==> src/rtl/const_def.sv <==
// rtl/const_def.sv - shared tag range and result-source index encodings
`ifndef CONST_DEF_SV
`define CONST_DEF_SV

`define ROB_RANGE 5:0
`define SRC_ALU   0
`define SRC_MEM   1
`define SRC_AUX   2

`endif

==> src/rtl/cdb_arbiter_pkg.sv <==
// rtl/cdb_arbiter_pkg.sv - common types and source encodings for the CDB arbiter
`include "const_def.sv"

package cdb_arbiter_pkg;

    typedef logic [`ROB_RANGE] rob_id_t;
    typedef logic [31:0]       data_t;

    localparam int SRC_ALU = `SRC_ALU;
    localparam int SRC_MEM = `SRC_MEM;
    localparam int SRC_AUX = `SRC_AUX;

endpackage

==> src/rtl/cdb_arbiter_if.sv <==
// rtl/cdb_arbiter_if.sv - result-source inputs and common data bus outputs
interface cdb_arbiter_if #(parameter int N_SRC = 3);
    import cdb_arbiter_pkg::*;

    rob_id_t [N_SRC-1:0] src_rob_id;
    data_t   [N_SRC-1:0] src_value;
    logic    [N_SRC-1:0] src_ready;
    rob_id_t             cdb_rob_id;
    data_t               cdb_value;

    modport master (
        output src_rob_id, src_value,
        input  src_ready, cdb_rob_id, cdb_value
    );

    modport slave (
        input  src_rob_id, src_value,
        output src_ready, cdb_rob_id, cdb_value
    );
endinterface

==> src/rtl/cdb_src_fifo.sv <==
// rtl/cdb_src_fifo.sv - per-source in-order result buffer with circular pointers
module cdb_src_fifo
    import cdb_arbiter_pkg::*;
#(
    parameter int DEPTH = 2,
    localparam int CW = $clog2(DEPTH + 1)
) (
    input  logic          clk_i,
    input  logic          rst_n_i,
    input  logic          flush_i,
    input  logic          push_i,
    input  rob_id_t       push_tag_i,
    input  data_t         push_value_i,
    input  logic          pop_i,
    output rob_id_t       head_tag_o,
    output data_t         head_value_o,
    output logic [CW-1:0] count_o
);
    localparam int PW = (DEPTH > 1) ? $clog2(DEPTH) : 1;
    localparam logic [PW-1:0] PTR_LAST = PW'(DEPTH - 1);
    localparam logic [CW-1:0] CNT_FULL = CW'(DEPTH);

    rob_id_t       tag_mem_q [DEPTH];
    data_t         val_mem_q [DEPTH];
    logic [PW-1:0] wr_ptr_q, rd_ptr_q;
    logic [CW-1:0] count_q;
    logic          do_push, do_pop;

    // Fullness is judged on the start-of-cycle count, so a same-cycle pop never frees a slot.
    assign do_push = push_i && (count_q != CNT_FULL) && !flush_i;
    assign do_pop  = pop_i && (count_q != '0) && !flush_i;

    always_ff @(posedge clk_i or negedge rst_n_i) begin
        if (!rst_n_i) begin
            wr_ptr_q <= '0;
            rd_ptr_q <= '0;
            count_q  <= '0;
        end else if (flush_i) begin
            wr_ptr_q <= '0;
            rd_ptr_q <= '0;
            count_q  <= '0;
        end else begin
            if (do_push) wr_ptr_q <= (wr_ptr_q == PTR_LAST) ? '0 : wr_ptr_q + 1'b1;
            if (do_pop)  rd_ptr_q <= (rd_ptr_q == PTR_LAST) ? '0 : rd_ptr_q + 1'b1;
            case ({do_push, do_pop})
                2'b10:   count_q <= count_q + 1'b1;
                2'b01:   count_q <= count_q - 1'b1;
                default: count_q <= count_q;
            endcase
        end
    end

    always_ff @(posedge clk_i) begin
        if (do_push) begin
            tag_mem_q[wr_ptr_q] <= push_tag_i;
            val_mem_q[wr_ptr_q] <= push_value_i;
        end
    end

    assign head_tag_o   = tag_mem_q[rd_ptr_q];
    assign head_value_o = val_mem_q[rd_ptr_q];
    assign count_o      = count_q;
endmodule

==> src/rtl/cdb_arbiter.sv <==
// rtl/cdb_arbiter.sv - round-robin arbiter broadcasting buffered results onto the CDB
module cdb_arbiter
    import cdb_arbiter_pkg::*;
#(
    parameter int N_SRC      = 3,
    parameter int FIFO_DEPTH = 2
) (
    input  logic         clk_in,
    input  logic         rst_in,
    input  logic         flush_input,
    cdb_arbiter_if.slave bus
);
    localparam int SW = (N_SRC > 1) ? $clog2(N_SRC) : 1;
    localparam int CW = $clog2(FIFO_DEPTH + 1);
    localparam logic [SW:0]   N_SRC_W  = (SW + 1)'(N_SRC);
    localparam logic [SW-1:0] LAST_SRC = SW'(N_SRC - 1);

    logic [N_SRC-1:0] ready, push, pop, not_empty;
    rob_id_t          head_tag   [N_SRC];
    data_t            head_value [N_SRC];
    logic [CW-1:0]    count      [N_SRC];

    logic             grant_valid;
    logic [SW-1:0]    grant_idx;
    logic [SW:0]      cand;

    logic [SW-1:0]    rr_ptr_q, rr_ptr_d;
    rob_id_t          cdb_tag_q, cdb_tag_d;
    data_t            cdb_value_q, cdb_value_d;

    for (genvar s = 0; s < N_SRC; s++) begin : g_src
        assign ready[s]     = count[s] < CW'(FIFO_DEPTH);
        assign push[s]      = (bus.src_rob_id[s] != '0) && ready[s];
        assign not_empty[s] = count[s] != '0;
        assign pop[s]       = grant_valid && (grant_idx == SW'(s)) && !flush_input;

        cdb_src_fifo #(.DEPTH(FIFO_DEPTH)) u_fifo (
            .clk_i        (clk_in),
            .rst_n_i      (rst_in),
            .flush_i      (flush_input),
            .push_i       (push[s]),
            .push_tag_i   (bus.src_rob_id[s]),
            .push_value_i (bus.src_value[s]),
            .pop_i        (pop[s]),
            .head_tag_o   (head_tag[s]),
            .head_value_o (head_value[s]),
            .count_o      (count[s])
        );
    end

    // Only buffered heads compete; a result arriving this cycle waits one edge in its FIFO.
    always_comb begin
        grant_valid = 1'b0;
        grant_idx   = '0;
        cand        = '0;
        for (int k = 0; k < N_SRC; k++) begin
            cand = {1'b0, rr_ptr_q} + (SW + 1)'(k);
            if (cand >= N_SRC_W) cand = cand - N_SRC_W;
            if (!grant_valid && not_empty[cand[SW-1:0]]) begin
                grant_valid = 1'b1;
                grant_idx   = cand[SW-1:0];
            end
        end
    end

    always_comb begin
        rr_ptr_d    = rr_ptr_q;
        cdb_tag_d   = '0;
        cdb_value_d = '0;
        if (flush_input) begin
            rr_ptr_d = '0;
        end else if (grant_valid) begin
            cdb_tag_d   = head_tag[grant_idx];
            cdb_value_d = head_value[grant_idx];
            rr_ptr_d    = (grant_idx == LAST_SRC) ? '0 : grant_idx + 1'b1;
        end
    end

    always_ff @(posedge clk_in or negedge rst_in) begin
        if (!rst_in) begin
            rr_ptr_q    <= '0;
            cdb_tag_q   <= '0;
            cdb_value_q <= '0;
        end else begin
            rr_ptr_q    <= rr_ptr_d;
            cdb_tag_q   <= cdb_tag_d;
            cdb_value_q <= cdb_value_d;
        end
    end

    assign bus.src_ready  = ready;
    assign bus.cdb_rob_id = cdb_tag_q;
    assign bus.cdb_value  = cdb_value_q;
endmodule

==> src/flat_wrapper.sv <==
// flat-port wrapper written by rule: the top's interface ports become plain ports
module cdb_arbiter_flat import cdb_arbiter_pkg::*;
#(
    parameter int N_SRC      = 3,
    parameter int FIFO_DEPTH = 2
)
  (clk_in, rst_in, flush_input, bus_src_rob_id, bus_src_value, bus_src_ready, bus_cdb_rob_id, bus_cdb_value);
  cdb_arbiter_if #(.N_SRC(N_SRC)) bus_i ();
  input  logic clk_in;
  input  logic rst_in;
  input  logic flush_input;
  input wire logic [$bits(bus_i.src_rob_id)-1:0] bus_src_rob_id;
  input wire logic [$bits(bus_i.src_value)-1:0] bus_src_value;
  output wire logic [$bits(bus_i.src_ready)-1:0] bus_src_ready;
  output wire logic [$bits(bus_i.cdb_rob_id)-1:0] bus_cdb_rob_id;
  output wire logic [$bits(bus_i.cdb_value)-1:0] bus_cdb_value;
  assign bus_i.src_rob_id = bus_src_rob_id;
  assign bus_i.src_value = bus_src_value;
  assign bus_src_ready = bus_i.src_ready;
  assign bus_cdb_rob_id = bus_i.cdb_rob_id;
  assign bus_cdb_value = bus_i.cdb_value;
  cdb_arbiter #(.N_SRC(N_SRC), .FIFO_DEPTH(FIFO_DEPTH)) u_core (.clk_in(clk_in), .rst_in(rst_in), .flush_input(flush_input), .bus(bus_i));
endmodule
==> config.mk <==
export PLATFORM = sky130hd
export DESIGN_NAME = cdb_arbiter_flat
export DESIGN_NICKNAME = d
export VERILOG_FILES = /design/src/rtl/cdb_arbiter_pkg.sv /design/src/rtl/cdb_arbiter_if.sv /design/src/rtl/cdb_src_fifo.sv /design/src/rtl/cdb_arbiter.sv /design/src/flat_wrapper.sv
export VERILOG_INCLUDE_DIRS = /design/src /design/src/rtl
export SDC_FILE = /design/constraint.sdc
export NUM_CORES = 1
export LEC_CHECK = 0
export ABC_AREA = 1
export BUFFER_PORTS_ARGS = -buffer_cell sky130_fd_sc_hd__clkbuf_2
export CAP_MARGIN = 20
export CORE_MARGIN = 2
export CORE_UTILIZATION = 25
export CTS_CLUSTER_DIAMETER = 80
export DETAILED_ROUTE_END_ITERATION = 16
export SLEW_MARGIN = 20
export SYNTH_ARGS = -nofsm -noshare
export SYNTH_HDL_FRONTEND = slang
export SYNTH_HIERARCHICAL = 1
export SYNTH_SLANG_ARGS = --single-unit
==> constraint.sdc <==
create_clock -name clk_in -period 6.65 [get_ports clk_in]
set_input_delay 0.9975 -clock clk_in [delete_from_list [all_inputs] [get_ports clk_in]]
set_output_delay 0.9975 -clock clk_in [all_outputs]
set_load 0.02 [all_outputs]
==> metrics.cfg <==
[clock_network]
cts_hold_buf=0
cts_resized=0
cts_sinks=280
clk_latency_ns=0.56
path_clk_slew_ns=0.07
cts_buffer_depth=3
cts_setup_buffers=0
root_buffer=clkbuf_16
cts_buffers=30
cts_tree=built
h-tree-depth=1

[worst_setup_path]
rrSetupSlack_ns=3.23
required_ns=7.11
cp-start-kind=register
r2r_end=u_core/g_src[0].u_fifo/count_o[1]
setup.worst_path.end_class=register
r2r-start=u_core/rr_ptr_q[0]
crit_type=register to register
crit_fanout=40
crit_arrival_ns=3.89
reg2regPathDepth=19

[die]
core_area_sq_mm=0.0463
start_util_pct=25.1
std_cell_rows=79
die_w_um=220
die_area_sq_mm=0.0482
ioPinCount=158
die_h_um=220

[yosys]
synth_cells=1078
ys_seq_area_share_pct=70.1
synth_edf_count=228
synth-async-reset-ratio_pct=18.6
synth.distinct_cells=29
syn_area_per_cell_sq_um=10.8
synth_seq_cells=280
syn_nets=1198
synthesis.area_sq_mm=0.0116
synthFlopType=edfxtp_1
yosys_warnings=6

[power_and_ir_drop]
power_leakage_nw=6.11
ir_drop_mv=0.281
fin_total_pwr_w=0.00666
p_per_area_mw_per_mm2=473

[grt]
grt.overflow.total=0
grt_pass1_vias=7847
grt_start_max_net_pins=53
grt_first_pass_wirelength_mm=45.9
antenna_found_initial=1
grt_util_all_layers_pct=12.6

[place]
io_buffer_count=157
finalWeightedCongestion=0.907
dp_cells=1810
placed_area_sq_mm=0.0131
dpl.hpwl_mm=21.3

[route]
ant_nets=0
avgViaCountPerCell=4.30
firstDrtPassIters=5
drtIter0Drc=537
via_count=8015
routedWlPerCell_um=16.4
totalWireLength_mm=30.6
drcViolationCount=0

[worst_hold_path]
hold_end=u_core/bus.cdb_value[9]
holdCritStartpoint=u_core/g_src[2].u_fifo/val_mem_q[0][9]
hold_depth=4
hp-class=register to register

[layout]
final_area_sq_mm=0.0141
area_delta_synth_final_pct=21.1
layout_common_cells=559 x nand2_1, 228 x edfxtp_1, 157 x clkbuf_2
utilization_pct=30.4
final_cell_count_no_fill=1866
diodes=0
final_common_cell=nand2_1
fin_nets=1355
drive_gt1_share_pct=21.4

[sta]
slew_violations=0
period_needed_ns=3.42
skew_ns=0.00838
worst_pin_slew_ns=0.993
rsz0062_at_grt=false
fmax_mhz=292
final.setup.tns_ns=0
slew_headroom_pct=33.6
hold_violations=0
finalCritPeriodShare_pct=51.5
setup_viol=0

[status]
outcome=complete, no violations

[job]
maxCapViolCount=0

## power by group
part           total [W]  switching (W)  internal (W)  leakage [nW]
registers        0.00253       0.000150       0.00238          2.79
clock network    0.00164       0.000708      0.000937         0.465
logic            0.00248        0.00180      0.000684          2.86
## cells in the mapped netlist (4+ instances only)
| master | instances | share of area (%) |
|---|---|---|
| nand3b_1 | 15 | 0.97 |
| nand3_2 | 9 | 0.77 |
| nand2_1 | 559 | 18 |
| nand4_1 | 5 | 0.27 |
| dfrtp_1 | 52 | 11 |
| nor2_1 | 15 | 0.48 |
| nand3_1 | 45 | 1.9 |
| nor3_1 | 6 | 0.26 |
| nor2_2 | 4 | 0.22 |
| a21oi_2 | 4 | 0.30 |
| nand2_2 | 12 | 0.65 |
| inv_2 | 13 | 0.42 |
| clkbuf_1 | 12 | 0.39 |
| buf_6 | 4 | 0.39 |
| buf_4 | 5 | 0.32 |
| o21bai_1 | 6 | 0.39 |
| inv_1 | 39 | 1.3 |
| edfxtp_1 | 228 | 59 |
| nor2_4 | 4 | 0.39 |
| buf_2 | 23 | 0.99 |
## metrics by stage
stage	hold WS, ns	setup slack [ns]
floorplan	0.511	3.20
global placement	0.527	3.47
detailed placement	0.531	3.32
CTS	0.548	3.32
global route	0.579	2.98
finish	0.545	3.23
## kinds of logic (layout without fill, tap and decap cells)
group                    after synthesis  after routing  share of synthesized area, %
adder cells (fa/ha/maj)                3              3                         0.323
flip-flops                           280            280                          70.1
AO/OA/AOI/OAI                         19             19                          1.18
buffers and inverters                 99            280                          4.22
AND/OR/NAND/NOR                      677            677                          24.2
## critical path, stage by stage, from the launching register on
cell,delay [ns]
dfrtp_1,0.36
inv_1,0.08
ha_1,0.38
inv_2,0.12
nand2_1,0.06
nand2_1,0.09
nand2_1,0.05
nand2_1,0.10
nand2_1,0.08
inv_2,0.08
nand3_2,0.66
nand2_1,0.26
buf_4,0.38
nor2_1,0.14
inv_1,0.13
nor2_4,0.06
nand3_2,0.08
a21oi_2,0.06
nand2_1,0.07
nand2_1,0.04
## flip-flops by register name, summed over array words and instances (netlist names)
register,count
u_core/rr_ptr_q,2
u_core/g_src.u_fifo/wr_ptr_q,3
u_core/bus.cdb_rob_id,6
u_core/bus.cdb_value,32
u_core/g_src.u_fifo/val_mem_q,192
u_core/g_src.u_fifo/rd_ptr_q,3
u_core/g_src.u_fifo/count_o,6
u_core/g_src.u_fifo/tag_mem_q,36
## cell type report
class                      count  area (sq um)
inverter                      55           248
multi-input combinational    699          3020
clock inverter                18           178
clock buffer                  38           801
tap                          607           759
timing repair buffer         169           916
fill                        4821         32200
sequential                   280          8150
## metal layers
layer / track usage (%) / routed length, um
met5: 0 / 12
met4: 2.08 / 476
met3: 2.25 / 1810
met2: 22.3 / 15400
met1: 16.2 / 12900
## how the worst max path moves through the flow
stage                        from                                endpoint  slack (ns)  cells past startpoint
2_1_floorplan  bus_src_rob_id[12]  u_core/g_src[2].u_fifo/tag_mem_q[1][0]        3.20                      7
3_3_place_gp   u_core/rr_ptr_q[0]       u_core/g_src[0].u_fifo/count_o[1]        3.47                     20
3_5_place_dp   u_core/rr_ptr_q[0]       u_core/g_src[0].u_fifo/count_o[0]        3.32                     19
4_1_cts        u_core/rr_ptr_q[0]       u_core/g_src[0].u_fifo/count_o[0]        3.32                     19
5_1_grt        u_core/rr_ptr_q[0]       u_core/g_src[0].u_fifo/count_o[0]        2.98                     20
6_report       u_core/rr_ptr_q[0]       u_core/g_src[0].u_fifo/count_o[1]        3.23                     19
Note: power is estimated with default switching activity, not from simulation.
